**src/rtl/lcd_bus_responder.sv**
```systemverilog
`timescale 1ns / 1ps
`default_nettype none
// +----------------------------------------------------------------------+
// | lcd_bus_responder: LSU-mapped HD44780-style LCD write port with a    |
// | 4-entry command FIFO and a timed SETUP/PULSE/HOLD/WAIT strobe FSM.   |
// | Revision: 1.0                                                        |
// +----------------------------------------------------------------------+
module lcd_bus_responder #(
  parameter int SETUP_CYC     = 2,
  parameter int PULSE_CYC     = 25,
  parameter int HOLD_CYC      = 2,
  parameter int WAIT_CYC      = 2000,
  parameter int LONG_WAIT_CYC = 82000
) (
  input  logic        i_clk,
  input  logic        i_reset,
  input  logic [31:0] i_addr,
  input  logic        i_wren,
  input  logic [3:0]  i_mask,
  input  logic [31:0] i_stData,
  output logic [31:0] o_ldData,
  output logic [7:0]  o_lcd_data,
  output logic        o_lcd_rs,
  output logic        o_lcd_rw,
  output logic        o_lcd_en,
  output logic        o_lcd_on
);

  localparam int c_max_a   = (SETUP_CYC > PULSE_CYC) ? SETUP_CYC : PULSE_CYC;
  localparam int c_max_b   = (HOLD_CYC > WAIT_CYC) ? HOLD_CYC : WAIT_CYC;
  localparam int c_max_c   = (c_max_a > c_max_b) ? c_max_a : c_max_b;
  localparam int c_max_cyc = (c_max_c > LONG_WAIT_CYC) ? c_max_c : LONG_WAIT_CYC;
  localparam int c_cnt_w   = (c_max_cyc > 1) ? $clog2(c_max_cyc) : 1;

  // The counter holds N-1 on entry, so log2(max N) bits are enough.
  localparam logic [c_cnt_w-1:0] c_setup_ld = c_cnt_w'(SETUP_CYC - 1);
  localparam logic [c_cnt_w-1:0] c_pulse_ld = c_cnt_w'(PULSE_CYC - 1);
  localparam logic [c_cnt_w-1:0] c_hold_ld  = c_cnt_w'(HOLD_CYC - 1);
  localparam logic [c_cnt_w-1:0] c_wait_ld  = c_cnt_w'(WAIT_CYC - 1);
  localparam logic [c_cnt_w-1:0] c_long_ld  = c_cnt_w'(LONG_WAIT_CYC - 1);

  typedef enum logic [2:0] {
    ST_IDLE  = 3'd0,
    ST_SETUP = 3'd1,
    ST_PULSE = 3'd2,
    ST_HOLD  = 3'd3,
    ST_WAIT  = 3'd4
  } state_t;

  state_t               r_state;
  state_t               w_state_nxt;
  logic [c_cnt_w-1:0]   r_cnt;
  logic [c_cnt_w-1:0]   w_cnt_nxt;

  logic [8:0]  r_fifo [4];
  logic [1:0]  r_wr_ptr;
  logic [1:0]  r_rd_ptr;
  logic [2:0]  r_count;
  logic        r_ovf;
  logic        r_on;
  logic        r_en;
  logic [8:0]  r_last;

  logic        w_sel;
  logic        w_push;
  logic        w_ctrl_wr;
  logic        w_pop;
  logic        w_full;
  logic        w_accept;
  logic        w_ovf_set;
  logic        w_busy;
  logic        w_long;
  logic [8:0]  w_entry;
  logic [31:0] w_ctrl_rd;
  logic [31:0] w_cmd_rd;
  logic [31:0] w_rd_raw;
  logic        w_unused;

  assign w_sel     = (i_addr[31:24] == 8'h14);
  assign w_push    = w_sel && i_wren && !i_addr[2] && i_mask[0];
  assign w_ctrl_wr = w_sel && i_wren && i_addr[2] && i_mask[0];
  assign w_pop     = (r_state == ST_IDLE) && (r_count != 3'd0);
  assign w_full    = (r_count == 3'd4);
  // A simultaneous pop frees the slot, so a push into a full FIFO still lands.
  assign w_accept  = w_push && (!w_full || w_pop);
  assign w_ovf_set = w_push && w_full && !w_pop;
  assign w_busy    = (r_state != ST_IDLE) || (r_count != 3'd0);
  assign w_entry   = {i_mask[1] & i_stData[8], i_stData[7:0]};
  assign w_long    = !r_last[8] && ((r_last[7:0] == 8'h01) || (r_last[7:0] == 8'h02));
  assign w_unused  = ^{i_addr[23:3], i_addr[1:0], i_stData[31:9]};

  // Entry storage carries no reset; validity is tracked by r_count alone.
  always_ff @(posedge i_clk) begin
    if (w_accept) begin
      r_fifo[r_wr_ptr] <= w_entry;
    end
  end

  always_ff @(posedge i_clk or posedge i_reset) begin
    if (i_reset) begin
      r_wr_ptr <= 2'd0;
      r_rd_ptr <= 2'd0;
      r_count  <= 3'd0;
      r_ovf    <= 1'b0;
      r_on     <= 1'b0;
    end else begin
      if (w_accept) begin
        r_wr_ptr <= r_wr_ptr + 2'd1;
      end
      if (w_pop) begin
        r_rd_ptr <= r_rd_ptr + 2'd1;
      end
      case ({w_accept, w_pop})
        2'b10:   r_count <= r_count + 3'd1;
        2'b01:   r_count <= r_count - 3'd1;
        default: r_count <= r_count;
      endcase
      if (w_ctrl_wr) begin
        r_on <= i_stData[0];
      end
      // A fresh overflow wins over a software clear in the same cycle.
      if (w_ovf_set) begin
        r_ovf <= 1'b1;
      end else if (w_ctrl_wr && i_stData[1]) begin
        r_ovf <= 1'b0;
      end
    end
  end

  always_ff @(posedge i_clk or posedge i_reset) begin
    if (i_reset) begin
      r_state <= ST_IDLE;
      r_cnt   <= '0;
      r_en    <= 1'b0;
      r_last  <= 9'd0;
    end else begin
      r_state <= w_state_nxt;
      r_cnt   <= w_cnt_nxt;
      r_en    <= (w_state_nxt == ST_PULSE);
      if (w_pop) begin
        r_last <= r_fifo[r_rd_ptr];
      end
    end
  end

  always_comb begin
    w_state_nxt = r_state;
    w_cnt_nxt   = r_cnt;
    case (r_state)
      ST_IDLE: begin
        if (w_pop) begin
          w_state_nxt = ST_SETUP;
          w_cnt_nxt   = c_setup_ld;
        end
      end
      ST_SETUP: begin
        if (r_cnt == '0) begin
          w_state_nxt = ST_PULSE;
          w_cnt_nxt   = c_pulse_ld;
        end else begin
          w_cnt_nxt = r_cnt - 1'b1;
        end
      end
      ST_PULSE: begin
        if (r_cnt == '0) begin
          w_state_nxt = ST_HOLD;
          w_cnt_nxt   = c_hold_ld;
        end else begin
          w_cnt_nxt = r_cnt - 1'b1;
        end
      end
      ST_HOLD: begin
        if (r_cnt == '0) begin
          w_state_nxt = ST_WAIT;
          w_cnt_nxt   = w_long ? c_long_ld : c_wait_ld;
        end else begin
          w_cnt_nxt = r_cnt - 1'b1;
        end
      end
      ST_WAIT: begin
        if (r_cnt == '0) begin
          w_state_nxt = ST_IDLE;
          w_cnt_nxt   = '0;
        end else begin
          w_cnt_nxt = r_cnt - 1'b1;
        end
      end
      default: begin
        w_state_nxt = ST_IDLE;
        w_cnt_nxt   = '0;
      end
    endcase
  end

  assign w_ctrl_rd = {25'd0, r_count, w_full, w_busy, r_ovf, r_on};
  assign w_cmd_rd  = {23'd0, r_last};
  assign w_rd_raw  = i_addr[2] ? w_ctrl_rd : w_cmd_rd;

  for (genvar k = 0; k < 4; k++) begin : g_lane
    assign o_ldData[8*k +: 8] = (w_sel && i_mask[k]) ? w_rd_raw[8*k +: 8] : 8'h00;
  end

  assign o_lcd_data = r_last[7:0];
  assign o_lcd_rs   = r_last[8];
  assign o_lcd_rw   = 1'b0;
  assign o_lcd_en   = r_en;
  assign o_lcd_on   = r_on;

endmodule
`default_nettype wire

```
**config.mk**
```make
export PLATFORM = sky130hd
export DESIGN_NAME = lcd_bus_responder
export DESIGN_NICKNAME = d
export VERILOG_FILES = /design/src/rtl/lcd_bus_responder.sv
export SDC_FILE = /design/constraint.sdc
export NUM_CORES = 1
export LEC_CHECK = 0
export ABC_AREA = 1
export CAP_MARGIN = 5
export CORE_MARGIN = 2
export CORE_UTILIZATION = 50
export DETAILED_ROUTE_END_ITERATION = 7
export HOLD_SLACK_MARGIN = 0.12
export PLACE_DENSITY = 0.85
export SLEW_MARGIN = 5
export SYNTH_ARGS = -nofsm -noshare
export SYNTH_HDL_FRONTEND = slang
export SYNTH_SLANG_ARGS = --single-unit
```
**constraint.sdc**
```tcl
create_clock -name i_clk -period 3.6 [get_ports i_clk]
set_input_delay 0.72 -clock i_clk [delete_from_list [all_inputs] [get_ports i_clk]]
set_output_delay 0.72 -clock i_clk [all_outputs]
set_load 0.05 [all_outputs]
```
==> metrics, run 1 <==
Clock Skew=around 8.3 ps; n_diodes=0; Detailed Routing Iterations Pass 1=4; num rows=32; port bufs=42; total number of vias=approximately 3000; Post-synth EDFFs=36; final WL=approximately 8400 µm; Fmax=~0.33 GHz; min Tclk post-route=3055 ps; HPWL Detailed=between 5000 and 6000 µm; total gr overflow=0; Hold-fix buffers, CTS=0; setup TNS=0 ps; actual slew at the worst max-slew pin=between 600 and 700 ps; post-synthesis instance area=approximately 0.004 mm²; share of cells above drive strength 1=0.1235; largest net degree at the start of global routing=29; fin. max-slew vios=0; Root Buffer=clkbuf_8; top cell type's share of synthesized area=0.2710; power per cell area=around 360 mW/mm²; Critical Path AT=between 2000 and 2500 ps; Lkg Pwr=around 2.0 nW; worst vdd ir=just under 0.4 mV; Crit Path Class=in -> out; Num CTS Buffers=9; post-route ant nets=0; register area share after synthesis=0.5157; Die Width=93.32 µm; worst min path class=reg -> reg; Core Box Area=about 0.0077 mm²; fin worst setup slack=~540 ps; Top FF cell, synth=dfrtp_1; final hold vios=0; Mean Syn Cell Area=9.066 µm²; Worst-Skew Late Latency=~350 ps; Clock transition at path regs=80 ps; GRT Total Usage=0.2045; unrepaired setup endpoints after global routing=false; # Post-CTS Setup Buffers=0; DR iter-0 viols=187; Placed Instances=between 500 and 600; Num Clock Sinks=75; Unique masters post-synth=38; Util after Layout=0.6006; Area growth, synth to finish=16.34%; Nets=approximately 570; global-route wire length before repair=13820 µm; Worst EP required=2880 ps; antenna violations before repair=0; status=complete, no violations; startpoint type of the worst setup path=input port; detailed-route DRC error count=0; final worst path period share=0.8487; Wirelength per Cell=between 10 and 15 µm; maximum clock insertion buffer count=2; crit path max fanout=9; WHS=between 500 and 600 ps; Die Ht=between 90 and 100 µm; Reg2Reg Depth=11; # IOs=115; post-cts gate resize count=0; leading area contributor after synthesis=edfxtp_1; Post-Layout Cell Count=between 500 and 600; YS warnings=0; Initial Util=0.5162; number of global-route vias before repair=3045; Async S/R FF share, synth=0.5200; DP Worst Slack=474.8 ps; clock tree from TritonCTS=yes; die area=0.008708 mm²; CP endpoint kind=primary output; Final setup viols=0; routability cong.=between 0.9 and 1; #FFs+latches synth=75; hold path depth=2; Via density=5.091; cells after synthesis=440; total of max-cap violations=0; H-tree depth=3; Slew HR=0.5906; top cells by area, synth=edfxtp_1 (27%), dfrtp_1 (24%), nand2_1 (6.8%)
[Yosys cell counts (3+ instances only)]
cell type and instances:
nor2_2 3, a21oi_1 9, nand4_1 3, o32ai_1 9, buf_2 3, nand3_1 20
nand2_2 8, o21ai_0 25, o21ai_1 5, inv_2 6, clkbuf_1 3, nand2_1 72
edfxtp_1 36, buf_4 25, ha_1 6, inv_1 48, o21ai_2 3, xor2_1 14
dfrtp_1 39, nor2_4 4, nor3_1 6, nor2_1 72
[path summary, 6_finish.rpt]
path,startpoint,end,slack [ps]
worst max-delay path,i_addr[27],o_ldData[3],540
worst min-delay path,r_ovf,r_ovf,520
worst max register to register,r_state[0],r_count[2],1130
worst min register to register,r_ovf,r_ovf,520
max in group asynchronous,i_reset,r_last[6],2160
min in group asynchronous,i_reset,r_cnt[13],690
[through the flow]
| stage | instance area [µm²] | power (mW) |
|---|---|---|
| 2_1_floorplan | 4075 | 1.011 |
| 3_3_place_gp | 4434 | 1.025 |
| 3_5_place_dp | 4434 | 1.026 |
| 4_1_cts | 4641 | 1.694 |
| 5_1_grt | 4641 | 1.746 |
| 6_report | 4641 | 1.686 |
[area by class of cell]
class	instances	area, µm²
flip-flops and latches	75	2057
clock buffers	9	123.9
inverters	56	210.2
clock inverters	7	82.58
fillers	605	3087
well taps	102	127.6
multi-input cells	299	1572
repair buffers	48	467.9
[flip-flops by register name (all words and copies together), names as in the netlist, 2 cells and up]
register,cells
r_fifo,36
r_cnt,17
r_last,9
r_count,3
r_state,3
r_rd_ptr,2
r_wr_ptr,2
[power by group]
part	internal (mW)	leakage (nW)	switching, mW	total, mW
sequential	0.899	0.781	0.00162	0.901
clock	0.332	0.0988	0.346	0.678
combinational	0.0270	1.12	0.0803	0.107
[layer usage]
layer | global-route usage | vias to the layer above | share of wire
met1 | 0.2393 | 1423 | 0.40
li1 | - | 1483 | -
met2 | 0.3657 | 111 | 0.51
met5 | 0 | - | 0
met4 | 0.07475 | 0 | 0.022
met3 | 0.04674 | 17 | 0.063
[cells in the final DEF (no fill, tap or decap), types with 13 or more instances in the layout]
master            n
nor2_1           72
nand2_1          72
inv_1            48
dfrtp_1          39
edfxtp_1         36
clkdlybuf4s50_1  33
o21ai_0          25
conb_1           24
nand3_1          20
xor2_1           14
buf_4            13
[cell families (layout without fill, tap and decap cells)]
logic type | count (synthesis) | count (layout) | share of synthesized area
AND/OR/NAND/NOR | 194 | 194 | 0.2233
buffers and inverters | 89 | 120 | 0.1120
flip-flops | 75 | 75 | 0.5157
AO/OA/AOI/OAI | 58 | 58 | 0.08908
XOR/XNOR | 16 | 16 | 0.03513
adder cells (fa/ha/maj) | 7 | 7 | 0.02384
other | 1 | 24 | 0.0009401
[worst max-delay path: stages]
cell and delay, ps:
clkdlybuf4s50_1 410, inv_1 50, nand2_1 40, nor3_1 220, nand3_2 230, a211oi_1 460
buf_12 200
Power figures use the tool's default switching activity.
==> run 2, diff against run 1 <==
- CORE_UTILIZATION: 50 -> 43
- PLACE_DENSITY: 0.85 -> 0.77
- clock period: 3.6 -> 2.8 ns (I/O delays scaled with it)
==> run 2 against run 1 <==
  * Global-route usage down 3.3 points
  * Via count is 0.36% higher
  * Sequential share of layout area shrank 1.3 points
  * Cell count up 2.3%
  * Hold slack worse by 4.0 ps
  * Die area increased by 16%
  * Clock-buffer cell count unchanged
  * Critical path depth is 1 higher
  * Clock skew grew 4.1 ps
  * Register-to-register slack got worse by 550 ps
  * Clock power grew 28%
  * Core utilization shrank 7.6 points
  * Critical path type unchanged
  * Largest cell class unchanged
  * Highest routed layer unchanged
==> metrics, run 2 (synthesis gave the netlist of run 1 again) <==
status=complete, no violations; Clock Skew=approximately 12 ps; Area growth, synth to finish=19.86%; Worst EP required=between 2000 and 2500 ps; share of cells above drive strength 1=0.1343; number of global-route vias before repair=approximately 2800; antenna violations before repair=0; worst vdd ir=around 0.41 mV; worst min path class=reg -> reg; Via density=about 5.0; n_diodes=0; total gr overflow=0; Fmax=0.3745 GHz; num rows=35; Crit path top cell by count=buf_4; slowest stage cell, crit path=clkdlybuf4s50_1; hold path depth=2; most frequent cells in the layout=nor2_1 (72), nand2_1 (72), inv_1 (48); final worst path period share=0.9538; routability cong.=roughly 0.86; port bufs=42; Wirelength per Cell=~14 µm; actual slew at the worst max-slew pin=between 500 and 600 ps; largest reg by FF count=r_fifo; Final setup viols=0; Buf/Inv on CP=4; Slew HR=0.6202; die area=around 0.010 mm²; maximum clock insertion buffer count=2; max reg flops=36; global-route wire length before repair=between 10000 and 15000 µm; detailed-route DRC error count=0; Clock transition at path regs=about 90 ps; Root Buffer=clkbuf_8; fin. max-slew vios=0; Detailed Routing Iterations Pass 1=5; Core Box Area=just over 0.009 mm²; # IOs=115; worst-path cell chain=clkdlybuf4s50_1 > nand2_1 > nor3_1 > nand3_2 > buf_4 > a211oi_1 > buf_4 > buf_12; total number of vias=3045; Nets=between 500 and 600; DR iter-0 viols=between 100 and 150; CP endpoint kind=primary output; Crit Path Class=in -> out; Lkg Pwr=2.049 nW; Die Ht=between 100 and 150 µm; Crit. path cell count=8; total of max-cap violations=0; Largest regs=r_fifo x36, r_cnt x17, r_last x9; GRT Total Usage=0.1715; Filler cells=approximately 810; unrepaired setup endpoints after global routing=false; Critical Path AT=~2100 ps; clock tree from TritonCTS=yes; Num Clock Sinks=75; Die Width=~100 µm; largest net degree at the start of global routing=40; final hold vios=0; HPWL Detailed=between 6000 and 7000 µm; H-tree depth=3; crit path max fanout=8; Worst-Skew Late Latency=between 300 and 400 ps; startpoint type of the worst setup path=input port; power per cell area=452.9 mW/mm²; setup TNS=0 ps; critical path's largest stage delay=450 ps; power after layout=2.165 mW; Initial Util=0.4379; Reg2Reg Depth=9; min Tclk post-route=2671 ps; Num CTS Buffers=9; final WL=roughly 8300 µm; Top delay family on crit path=buffers and inverters; post-route ant nets=0
==> run 2: cell types whose count changed in the layout (fill, tap and decap cells not counted) <==
| cell | previous run | this run |
|---|---|---|
| clkinv_4 | 0 | 1 |
| nor3_1 | 6 | 5 |
| buf_12 | 2 | 9 |
| buf_4 | 13 | 11 |
| nor3_2 | 0 | 1 |
| clkinvlp_4 | 2 | 0 |
| clkinv_2 | 0 | 1 |
==> run 2: per-layer routing <==
layer	routed length (µm)	track usage	vias up
li1	-	-	1493
met1	3454	0.2040	1458
met2	4356	0.3056	83
met3	372	0.04387	11
met4	91	0.05058	0
met5	0	0	-
==> run 2: cell type report <==
type / instances / area [µm²] / share of cell area
Timing Repair Buffer: 53 / 593.1 / 0.1241
Clock buffer: 9 / 123.9 / 0.02591
Clock inverter: 7 / 81.33 / 0.01701
Sequential cell: 75 / 2057 / 0.4303
Multi-Input combinational cell: 299 / 1577 / 0.3298
Inverter: 56 / 210.2 / 0.04397
Tap cell: 111 / 138.9 / 0.02905
==> run 2: metrics by stage <==
| stage | instance area [µm²] | setup WS (ps) | util | hold slack [ps] | cells |
|---|---|---|---|---|---|
| 2_1_floorplan | 4075 | 12.37 | - | 463.9 | 463 |
| 3_5_place_dp | 4571 | 109.1 | 0.5018 | 487.2 | 594 |
| 3_3_place_gp | 4571 | 145.0 | 0.5018 | 478.5 | 594 |
| 4_1_cts | 4776 | 110.1 | 0.5243 | 510.4 | 610 |
| 6_report | 4781 | 129.5 | 0.5249 | 515.1 | 610 |
| 5_1_grt | 4781 | 35.04 | 0.5249 | 533.0 | 610 |
==> run 2: final timing paths <==
| path | to | slack [ps] | from |
|---|---|---|---|
| worst max-delay path | o_ldData[3] | 130 | i_addr[26] |
| worst min-delay path | r_ovf | 520 | r_ovf |
| worst max register to register | r_count[2] | 580 | r_count[0] |
| worst min register to register | r_ovf | 520 | r_ovf |
| max in group asynchronous | r_state[2] | 1830 | i_reset |
| min in group asynchronous | r_last[6] | 620 | i_reset |
==> run 2: repair_timing <==
action	4_1_cts	5_1_grt
endpoints found under the hold margin	0	0
gates resized for setup	0	1
buffers inserted	0	0
endpoints found under the setup margin	0	1
hold buffers	0	0
==> run 2: report_power, final <==
group | leakage (nW) | switching (mW) | internal, mW
Sequential | 0.781 | 0.00214 | 1.16
Combinational | 1.16 | 0.104 | 0.0351
Clock | 0.107 | 0.442 | 0.427
Total | 2.05 | 0.547 | 1.62
==> run 2: worst reg2reg max path, cell delays in order, from the launching register on <==
cell,delay (ps)
dfrtp_1,440
nor3_1,350
nand2_1,120
nand4_1,160
ha_1,180
inv_1,70
fa_1,380
a21oi_1,140
o21ai_0,120
xor2_1,150
